`config.mk`:
```
export PLATFORM = sky130hd
export DESIGN_NAME = error_inject_ctrl_flat
export DESIGN_NICKNAME = d
export VERILOG_FILES = /design/src/rtl/error_inject_ctrl_pkg.sv /design/src/rtl/error_inject_ctrl_if.sv /design/src/rtl/error_inject_ctrl_btn_sync_edge.sv /design/src/rtl/error_inject_ctrl.sv /design/src/flat_wrapper.sv
export SDC_FILE = /design/constraint.sdc
export NUM_CORES = 1
export LEC_CHECK = 0
export ABC_AREA = 1
export BUFFER_PORTS_ARGS = -buffer_cell sky130_fd_sc_hd__buf_4
export CAP_MARGIN = 10
export CORE_ASPECT_RATIO = 0.6
export CORE_MARGIN = 2
export CORE_UTILIZATION = 40
export CTS_CLUSTER_DIAMETER = 60
export DETAILED_ROUTE_END_ITERATION = 10
export MAX_ROUTING_LAYER = met4
export PLACE_DENSITY_LB_ADDON = 0.1
export SLEW_MARGIN = 20
export SYNTH_ARGS = -nofsm -noshare
export SYNTH_HDL_FRONTEND = slang
export SYNTH_HIERARCHICAL = 1
export SYNTH_SLANG_ARGS = --single-unit
export TNS_END_PERCENT = 50
```
`constraint.sdc`:
```
create_clock -name clk -period 2.4 [get_ports clk]
set_clock_uncertainty 0.05 [all_clocks]
set_input_delay 0.24 -clock clk [delete_from_list [all_inputs] [get_ports clk]]
set_output_delay 0.24 -clock clk [all_outputs]
set_load 0.1 [all_outputs]
```
`src/rtl/error_inject_ctrl_pkg.sv`:
```
// Shared types and constants for the bit-flip error-injection controller.
// Holds the FSM state encoding, the mode codes and the flipped bit positions.
package err_inj_pkg;

  typedef enum logic [0:0] {
    IDLE  = 1'b0,
    ARMED = 1'b1
  } state_t;

  localparam logic [1:0] MODE_SINGLE   = 2'b00;
  localparam logic [1:0] MODE_BURST    = 2'b01;
  localparam logic [1:0] MODE_PERIODIC = 2'b10;
  localparam logic [1:0] MODE_RSVD     = 2'b11;

  localparam int FLIP_BIT1 = 0;
  localparam int FLIP_BIT2 = 4;

endpackage

```
`src/rtl/error_inject_ctrl_if.sv`:
```
// Word-stream and status bundle between the data-path sequencer (master)
// and the error-injection controller (slave).
interface error_inject_ctrl_if #(
  parameter int WIDTH = 8,
  parameter int CNT_W = 8
);

  logic             word_stb;
  logic [1:0]       mode;
  logic [CNT_W-1:0] burst_len;
  logic [CNT_W-1:0] period;
  logic [WIDTH-1:0] flip_mask;
  logic             inject;
  logic             busy;
  logic [CNT_W-1:0] inj_count;

  modport master (
    output word_stb, mode, burst_len, period,
    input  flip_mask, inject, busy, inj_count
  );

  modport slave (
    input  word_stb, mode, burst_len, period,
    output flip_mask, inject, busy, inj_count
  );

endinterface

```
`src/rtl/error_inject_ctrl_btn_sync_edge.sv`:
```
// Synchronizes one raw button and emits a registered one-cycle pulse on
// each rising edge of the synchronized level.
module btn_sync_edge #(
  parameter int SYNC_STAGES = 2
) (
  input  logic clk,
  input  logic rst,
  input  logic btn,
  output logic pulse
);

  logic [SYNC_STAGES-1:0] sync_reg;
  logic                   prev_reg;
  logic                   pulse_reg;

  always_ff @(posedge clk or posedge rst) begin
    if (rst) begin
      sync_reg[0] <= 1'b0;
    end else begin
      sync_reg[0] <= btn;
    end
  end

  genvar gi;
  generate
    for (gi = 1; gi < SYNC_STAGES; gi++) begin : g_sync
      always_ff @(posedge clk or posedge rst) begin
        if (rst) begin
          sync_reg[gi] <= 1'b0;
        end else begin
          sync_reg[gi] <= sync_reg[gi-1];
        end
      end
    end
  endgenerate

  // Registering the pulse keeps the FSM input free of the synchronizer path.
  always_ff @(posedge clk or posedge rst) begin
    if (rst) begin
      prev_reg  <= 1'b0;
      pulse_reg <= 1'b0;
    end else begin
      prev_reg  <= sync_reg[SYNC_STAGES-1];
      pulse_reg <= sync_reg[SYNC_STAGES-1] & ~prev_reg;
    end
  end

  assign pulse = pulse_reg;

endmodule

```
`src/rtl/error_inject_ctrl.sv`:
```
// Error-injection sequencer: turns button edges into a flip mask and applies
// it to strobed data words in single, burst or periodic mode.
module error_inject_ctrl
  import err_inj_pkg::*;
#(
  parameter int WIDTH       = 8,
  parameter int CNT_W       = 8,
  parameter int SYNC_STAGES = 2
) (
  input  logic clk,
  input  logic rstn,
  input  logic btn1,
  input  logic btn2,
  error_inject_ctrl_if.slave bus
);

  localparam logic [CNT_W-1:0] ONE = {{(CNT_W-1){1'b0}}, 1'b1};

  logic e1;
  logic e2;
  logic arm_evt;

  state_t           state_reg,     state_next;
  logic [WIDTH-1:0] mask_reg,      mask_next;
  logic [1:0]       mode_reg,      mode_next;
  logic [CNT_W-1:0] period_reg,    period_next;
  logic [CNT_W-1:0] gap_reg,       gap_next;
  logic [CNT_W-1:0] remaining_reg, remaining_next;
  logic [CNT_W-1:0] count_reg,     count_next;
  logic             hit;

  btn_sync_edge #(.SYNC_STAGES(SYNC_STAGES)) u_sync1 (
    .clk   (clk),
    .rst   (rstn),
    .btn   (btn1),
    .pulse (e1)
  );

  btn_sync_edge #(.SYNC_STAGES(SYNC_STAGES)) u_sync2 (
    .clk   (clk),
    .rst   (rstn),
    .btn   (btn2),
    .pulse (e2)
  );

  assign arm_evt = e1 | e2;

  always_ff @(posedge clk or posedge rstn) begin
    if (rstn) begin
      state_reg     <= IDLE;
      mask_reg      <= '0;
      mode_reg      <= MODE_SINGLE;
      period_reg    <= '0;
      gap_reg       <= '0;
      remaining_reg <= '0;
      count_reg     <= '0;
    end else begin
      state_reg     <= state_next;
      mask_reg      <= mask_next;
      mode_reg      <= mode_next;
      period_reg    <= period_next;
      gap_reg       <= gap_next;
      remaining_reg <= remaining_next;
      count_reg     <= count_next;
    end
  end

  always_comb begin
    state_next     = state_reg;
    mask_next      = mask_reg;
    mode_next      = mode_reg;
    period_next    = period_reg;
    gap_next       = gap_reg;
    remaining_next = remaining_reg;
    hit            = 1'b0;

    case (state_reg)
      IDLE: begin
        if (arm_evt) begin
          state_next            = ARMED;
          mask_next             = '0;
          mask_next[FLIP_BIT1]  = e1;
          mask_next[FLIP_BIT2]  = e2;
          mode_next             = bus.mode;
          period_next           = (bus.period == '0) ? ONE : bus.period;
          gap_next              = '0;
          if (bus.mode == MODE_BURST) begin
            remaining_next = (bus.burst_len == '0) ? ONE : bus.burst_len;
          end else begin
            remaining_next = ONE;
          end
        end
      end

      ARMED: begin
        // A cancelling edge beats a coincident qualifying strobe.
        if ((mode_reg == MODE_PERIODIC) && arm_evt) begin
          state_next = IDLE;
          mask_next  = '0;
        end else if (bus.word_stb) begin
          if (gap_reg == '0) begin
            hit = 1'b1;
            if (mode_reg == MODE_PERIODIC) begin
              gap_next = period_reg - ONE;
            end else begin
              remaining_next = remaining_reg - ONE;
              if (remaining_reg == ONE) begin
                state_next = IDLE;
                mask_next  = '0;
              end
            end
          end else begin
            gap_next = gap_reg - ONE;
          end
        end
      end

      default: begin
        state_next = IDLE;
        mask_next  = '0;
      end
    endcase
  end

  always_comb begin
    count_next = count_reg;
    if (hit && (count_reg != {CNT_W{1'b1}})) begin
      count_next = count_reg + ONE;
    end
  end

  assign bus.flip_mask = hit ? mask_reg : '0;
  assign bus.inject    = |bus.flip_mask;
  assign bus.busy      = (state_reg == ARMED);
  assign bus.inj_count = count_reg;

endmodule

```
`src/flat_wrapper.sv`:
```
// flat-port wrapper written by rule: the top's interface ports become plain ports
module error_inject_ctrl_flat import err_inj_pkg::*;
#(
  parameter int WIDTH       = 8,
  parameter int CNT_W       = 8,
  parameter int SYNC_STAGES = 2
)
  (clk, rstn, btn1, btn2, bus_word_stb, bus_mode, bus_burst_len, bus_period, bus_flip_mask, bus_inject, bus_busy, bus_inj_count);
  error_inject_ctrl_if #(.WIDTH(WIDTH), .CNT_W(CNT_W)) bus_i ();
  input  logic clk;
  input  logic rstn;
  input  logic btn1;
  input  logic btn2;
  input wire logic [$bits(bus_i.word_stb)-1:0] bus_word_stb;
  input wire logic [$bits(bus_i.mode)-1:0] bus_mode;
  input wire logic [$bits(bus_i.burst_len)-1:0] bus_burst_len;
  input wire logic [$bits(bus_i.period)-1:0] bus_period;
  output wire logic [$bits(bus_i.flip_mask)-1:0] bus_flip_mask;
  output wire logic [$bits(bus_i.inject)-1:0] bus_inject;
  output wire logic [$bits(bus_i.busy)-1:0] bus_busy;
  output wire logic [$bits(bus_i.inj_count)-1:0] bus_inj_count;
  assign bus_i.word_stb = bus_word_stb;
  assign bus_i.mode = bus_mode;
  assign bus_i.burst_len = bus_burst_len;
  assign bus_i.period = bus_period;
  assign bus_flip_mask = bus_i.flip_mask;
  assign bus_inject = bus_i.inject;
  assign bus_busy = bus_i.busy;
  assign bus_inj_count = bus_i.inj_count;
  error_inject_ctrl #(.WIDTH(WIDTH), .CNT_W(CNT_W), .SYNC_STAGES(SYNC_STAGES)) u_core (.clk(clk), .rstn(rstn), .btn1(btn1), .btn2(btn2), .bus(bus_i));
endmodule
```
# After elaboration in Yosys (flattened, before gate mapping)
# Index checks and enable logic that the tools add are counted.
# word_totals
regBits	51
latchBits	0
ram_bits	0
rom_bits	0
input_bits	23
word_cells	83
mem_count	0
# op_classes
add_sub_neg	4
multipliers	0
div_mod_pow	0
n_lt_le_gt_ge	0
n_eq_ne	14
shifts	0
mux	34
bitwise	6
reduce_logical	10
# ops
operator	count
2-to-1 mux 8 bit	20
case mux 8 bit (2 select lines)	3
zero test 8 bit	3
subtractor 8 x 1 -> 8 bit (second input constant)	3
!= test 3 bit (second input constant)	5
2-to-1 mux 1 bit	10
AND reduction 5 bit	2
adder 8 x 1 -> 8 bit (second input constant)	1
== test 8 x 1 -> 1 bit (second input constant)	1
!= test 2 bit (second input constant)	4
!= test 8 bit (second input constant)	1
OR reduction 8 bit	1
AND reduction 4 bit	1
inverter 1 bit	3
AND 1 bit	2
== test 2 x 1 -> 1 bit (second input constant)	1
== test 2 bit (second input constant)	1
logical AND 1 bit	2
!= test 2 x 1 -> 1 bit (second input constant)	1
case mux 1 bit (2 select lines)	1
AND reduction 2 bit	1
OR 1 bit	1

# Depth between registers and ports, before layout
# logic_depth
ltp_word	7
depth_mapped	13

# By module
# Netlist, hierarchy kept.
# by_module_without_submodules
mod	n_inst	cells_each	area_per_inst_um2
error_inject_ctrl	1	295	2225.9
btn_sync_edge	2	7	113.9

# Worst setup path after synthesis
# No wires, ideal clock.
# synth_timing
path_type	reg-to-output
startpoint	register u_core.state_reg (netlist: u_core/bus.busy)
endpoint	output port bus_inject
arrival_ps	3008
t_required_ps	2110
slack_ps	-898
path_stages_with_launch	5
path_buffers	0
cell_sequence	dfrtp_1 inv_2 nor2_4 nand3_2 a21oi_1
# synth_between
elab_chain_cells	3
# synth_rtl
item	line	source
start: declaration	error_inject_ctrl.sv:23	state_t state_reg, state_next;
start signal: assignment	error_inject_ctrl.sv:58	state_reg <= state_next;
2-to-1 mux 1 bit	error_inject_ctrl.sv:77	case (state_reg)
2-to-1 mux 8 bit	error_inject_ctrl.sv:132	assign bus.flip_mask = hit ? mask_reg : '0;
OR reduction 8 bit	error_inject_ctrl.sv:133	assign bus.inject = |bus.flip_mask;
end: declaration	flat_wrapper.sv:19	output wire logic [$bits(bus_i.inject)-1:0] bus_inject;
# Every way passes these cells.

# Final worst setup path
# layout_timing
startpoint	register u_core.gap_reg[2]
endpoint	output port bus_inject
# layout_between
elab_chain_cells	7
# layout_rtl
item	line	source
start: declaration	error_inject_ctrl.sv:27	logic [CNT_W-1:0] gap_reg, gap_next;
start signal: assignment	error_inject_ctrl.sv:62	gap_reg <= gap_next;
zero test 8 bit	error_inject_ctrl.sv:101	if (gap_reg == '0) begin
2-to-1 mux 1 bit	error_inject_ctrl.sv:101	
2-to-1 mux 1 bit	error_inject_ctrl.sv:100	end else if (bus.word_stb) begin
2-to-1 mux 1 bit	error_inject_ctrl.sv:97	if ((mode_reg == MODE_PERIODIC) && arm_evt) begin
2-to-1 mux 1 bit	error_inject_ctrl.sv:77	
2-to-1 mux 8 bit	error_inject_ctrl.sv:132	
OR reduction 8 bit	error_inject_ctrl.sv:133	
# Every way passes these cells.

==> results.json <==
{
  "outcome": "finished clean",
  "leakage_nw": 1.47,
  "min_delay_path_depth": 3,
  "multi_input_area_sq_um": 1130,
  "r2r_cells": 8,
  "pre_cts_ws_ns": 0.480,
  "drtPass1Iterations": 4,
  "fin_nets": 378,
  "core_sq_um": 6030,
  "area_growth_pct": 19.2,
  "utilization_pct": 48.5,
  "slew_violations": 0,
  "rows": 22,
  "synth_seq_cells": 45,
  "synth_most_common_cell": "nand2_1",
  "layout_setup_ws_ns": 0.164,
  "cts_tree": "built",
  "cts-htree-levels": 2,
  "seqCellArea_sq_um": 1130,
  "syn-cell-area_sq_um": 2450,
  "post_cts_resized": 0,
  "drive_gt1_share_pct": 20.5,
  "ant_nets": 0,
  "netlist_top_cells_area": "dfrtp_1, nand2_1, inv_1, o21ai_0, nor2_1",
  "yosysSeqAreaShare_pct": 45.9,
  "clkTransAtPathRegs_ns": 0.10,
  "num_vias": 1987,
  "grt_pass1_vias": 1852,
  "relSlewSlack_pct": 64.2,
  "wire_per_inst_um": 12.1,
  "synth.top_cell.area_share_pct": 45.9,
  "wl_mm": 5.30,
  "syn_area_per_cell_sq_um": 7.94,
  "synth_top_family_by_area": "simple AND/OR/NAND/NOR gates",
  "rsz0062_at_grt": "false",
  "die_area_sq_um": 6800,
  "grt_usage_pct": 17.3,
  "grt_max_degree": 38,
  "critPathKind": "flop to output port",
  "crit_arrival_ns": 1.95,
  "synthSimpleGateAreaFrac_pct": 27.0,
  "cts-root-buf": "clkbuf_8",
  "drc": 0,
  "ys.flop_type": "dfrtp_1",
  "grt_antenna_before_repair": 0,
  "ir_drop_uv": 612,
  "fin_setup_tns_ns": 0,
  "fin_crit_sh_pct": 93.2,
  "dr.first_iter.drc_count": 73,
  "port-buffer-count": 34,
  "die_h_um": 64.7,
  "cp_max_fo": 13,
  "worstMarginPinSlew_ns": 0.534,
  "synthXorXnorAreaFrac_pct": 3.93,
  "io_pins": 41,
  "cts-buffers-inserted": 5,
  "synth_compound_area_share_pct": 10.4,
  "cp-end-kind": "output port",
  "grt_pass1_wl_mm": 8.94,
  "reg2reg_from": "u_core/gap_reg[2]",
  "p_per_area_nw_per_um2": 908,
  "place.gp.congestion": 0.854,
  "whs_ns": 0.0933,
  "n_fill_cell": 587,
  "clkLatencyLatePin_ns": 0.30,
  "crit_required_ns": 2.11,
  "synth-adder-area-share_pct": 2.04,
  "synth-edff-count": 0,
  "hp-start": "bus_mode[1]",
  "dp_hpwl_mm": 4.01,
  "drv_cap": 0,
  "holdCritPathClass": "input pin to flop",
  "layout_min_cycle_time_ns": 2.24,
  "finalHoldViolations": 0,
  "ys_warn_count": 6,
  "floorplan.initialDensity_pct": 40.7,
  "ys_types": 34,
  "clock_sink_count": 45,
  "synthArstFlopShare_pct": 100,
  "yosys.area.top_type": "dfrtp_1",
  "clk_path_buf_depth": 2,
  "fmax_ghz": 0.447,
  "setup_viol": 0,
  "syn_inst": 309,
  "die_w_um": 105,
  "startpoint_type": "flop",
  "diodes": 0,
  "synth_common_cells": "nand2_1, dfrtp_1, inv_1, o21ai_0, nor2_1",
  "grt_remaining_overflow": 0,
  "startpoint": "u_core/gap_reg[2]",
  "synth_mux_area_share_pct": 0.918,
  "vias_per_cell": 4.56
}
## path summary, 6_finish.rpt
check                                        endpoint  slack [ns]
hold reg to reg            u_core/u_sync1/sync_reg[1]        0.30
max in group asynchronous     u_core/remaining_reg[2]        1.39
setup / recovery                           bus_inject        0.16
hold / removal                     u_core/mode_reg[1]        0.09
setup reg to reg              u_core/bus.inj_count[4]        0.49
min in group asynchronous     u_core/u_sync1/prev_reg        0.33
## report_power, final
group	internal, mW	switching (mW)
Sequential	0.903	0.127
Clock	0.211	0.285
Combinational	0.357	0.773
Total	1.47	1.18
## cell usage in the layout, fill, tap and decap left out, drive strengths merged, types with 3 or more instances in the layout
cell type    synthesis  routed
xor2                 5       5
nand4                4       4
ha                   4       4
dfrtp               45      45
nand3               17      17
clkbuf               2       5
dlygate4sd3          0       3
inv                 43      44
o21ai               32      32
xnor2                6       6
nor2                36      36
a21oi                9       9
nand2               83      83
buf                  8      37
conb                 1       6
## layout make-up
class | instances | share of cell area, %
multi-input cells | 215 | 38.5
clock buffers | 5 | 2.35
inverters | 44 | 5.65
clock inverters | 3 | 0.856
well taps | 84 | 3.59
repair buffers | 40 | 10.5
flip-flops and latches | 45 | 38.5
## through the flow
stage	instances	power (mW)	instance area, sq um
floorplan	314	1.93	2490
CTS	436	2.67	2920
global placement	425	2.17	2800
global route	436	2.88	2920
finish	436	2.66	2920
detailed placement	425	2.16	2800
## cell families (layout without fill, tap and decap cells)
family | Yosys count | in the layout
AND/OR/NAND/NOR | 145 | 145
buffers and inverters | 54 | 92
AO/OA/AOI/OAI | 47 | 47
flip-flops | 45 | 45
XOR/XNOR | 11 | 11
adder cells (fa/ha/maj) | 4 | 4
multiplexers | 2 | 2
other | 1 | 6
## routing by layer
metal / global-route usage, % / wire, um / part of all wire [%] / vias up
met1: 27.0 / 3070 / 58 / 895
met3: 4.43 / 295 / 5.6 / 5
met2: 21.5 / 1890 / 36 / 39
met4: 4.67 / 46 / 0.87 / 0
li1: - / - / - / 1048
met5: - / 0 / 0 / -
## critical path, cell delays in order, from the launching register on
cell and delay [ns]:
dfrtp_1 0.39, nor2_1 0.16, nand2_2 0.11, nor2_4 0.28
nand3_2 0.24, a21oi_4 0.16, buf_4 0.30
## what timing repair did
item | CTS | global route
hold buffers | 3 | 0
endpoints found under the hold margin | 10 | 0
setup buffers | 0 | 0
(Power assumes the default switching activity.)
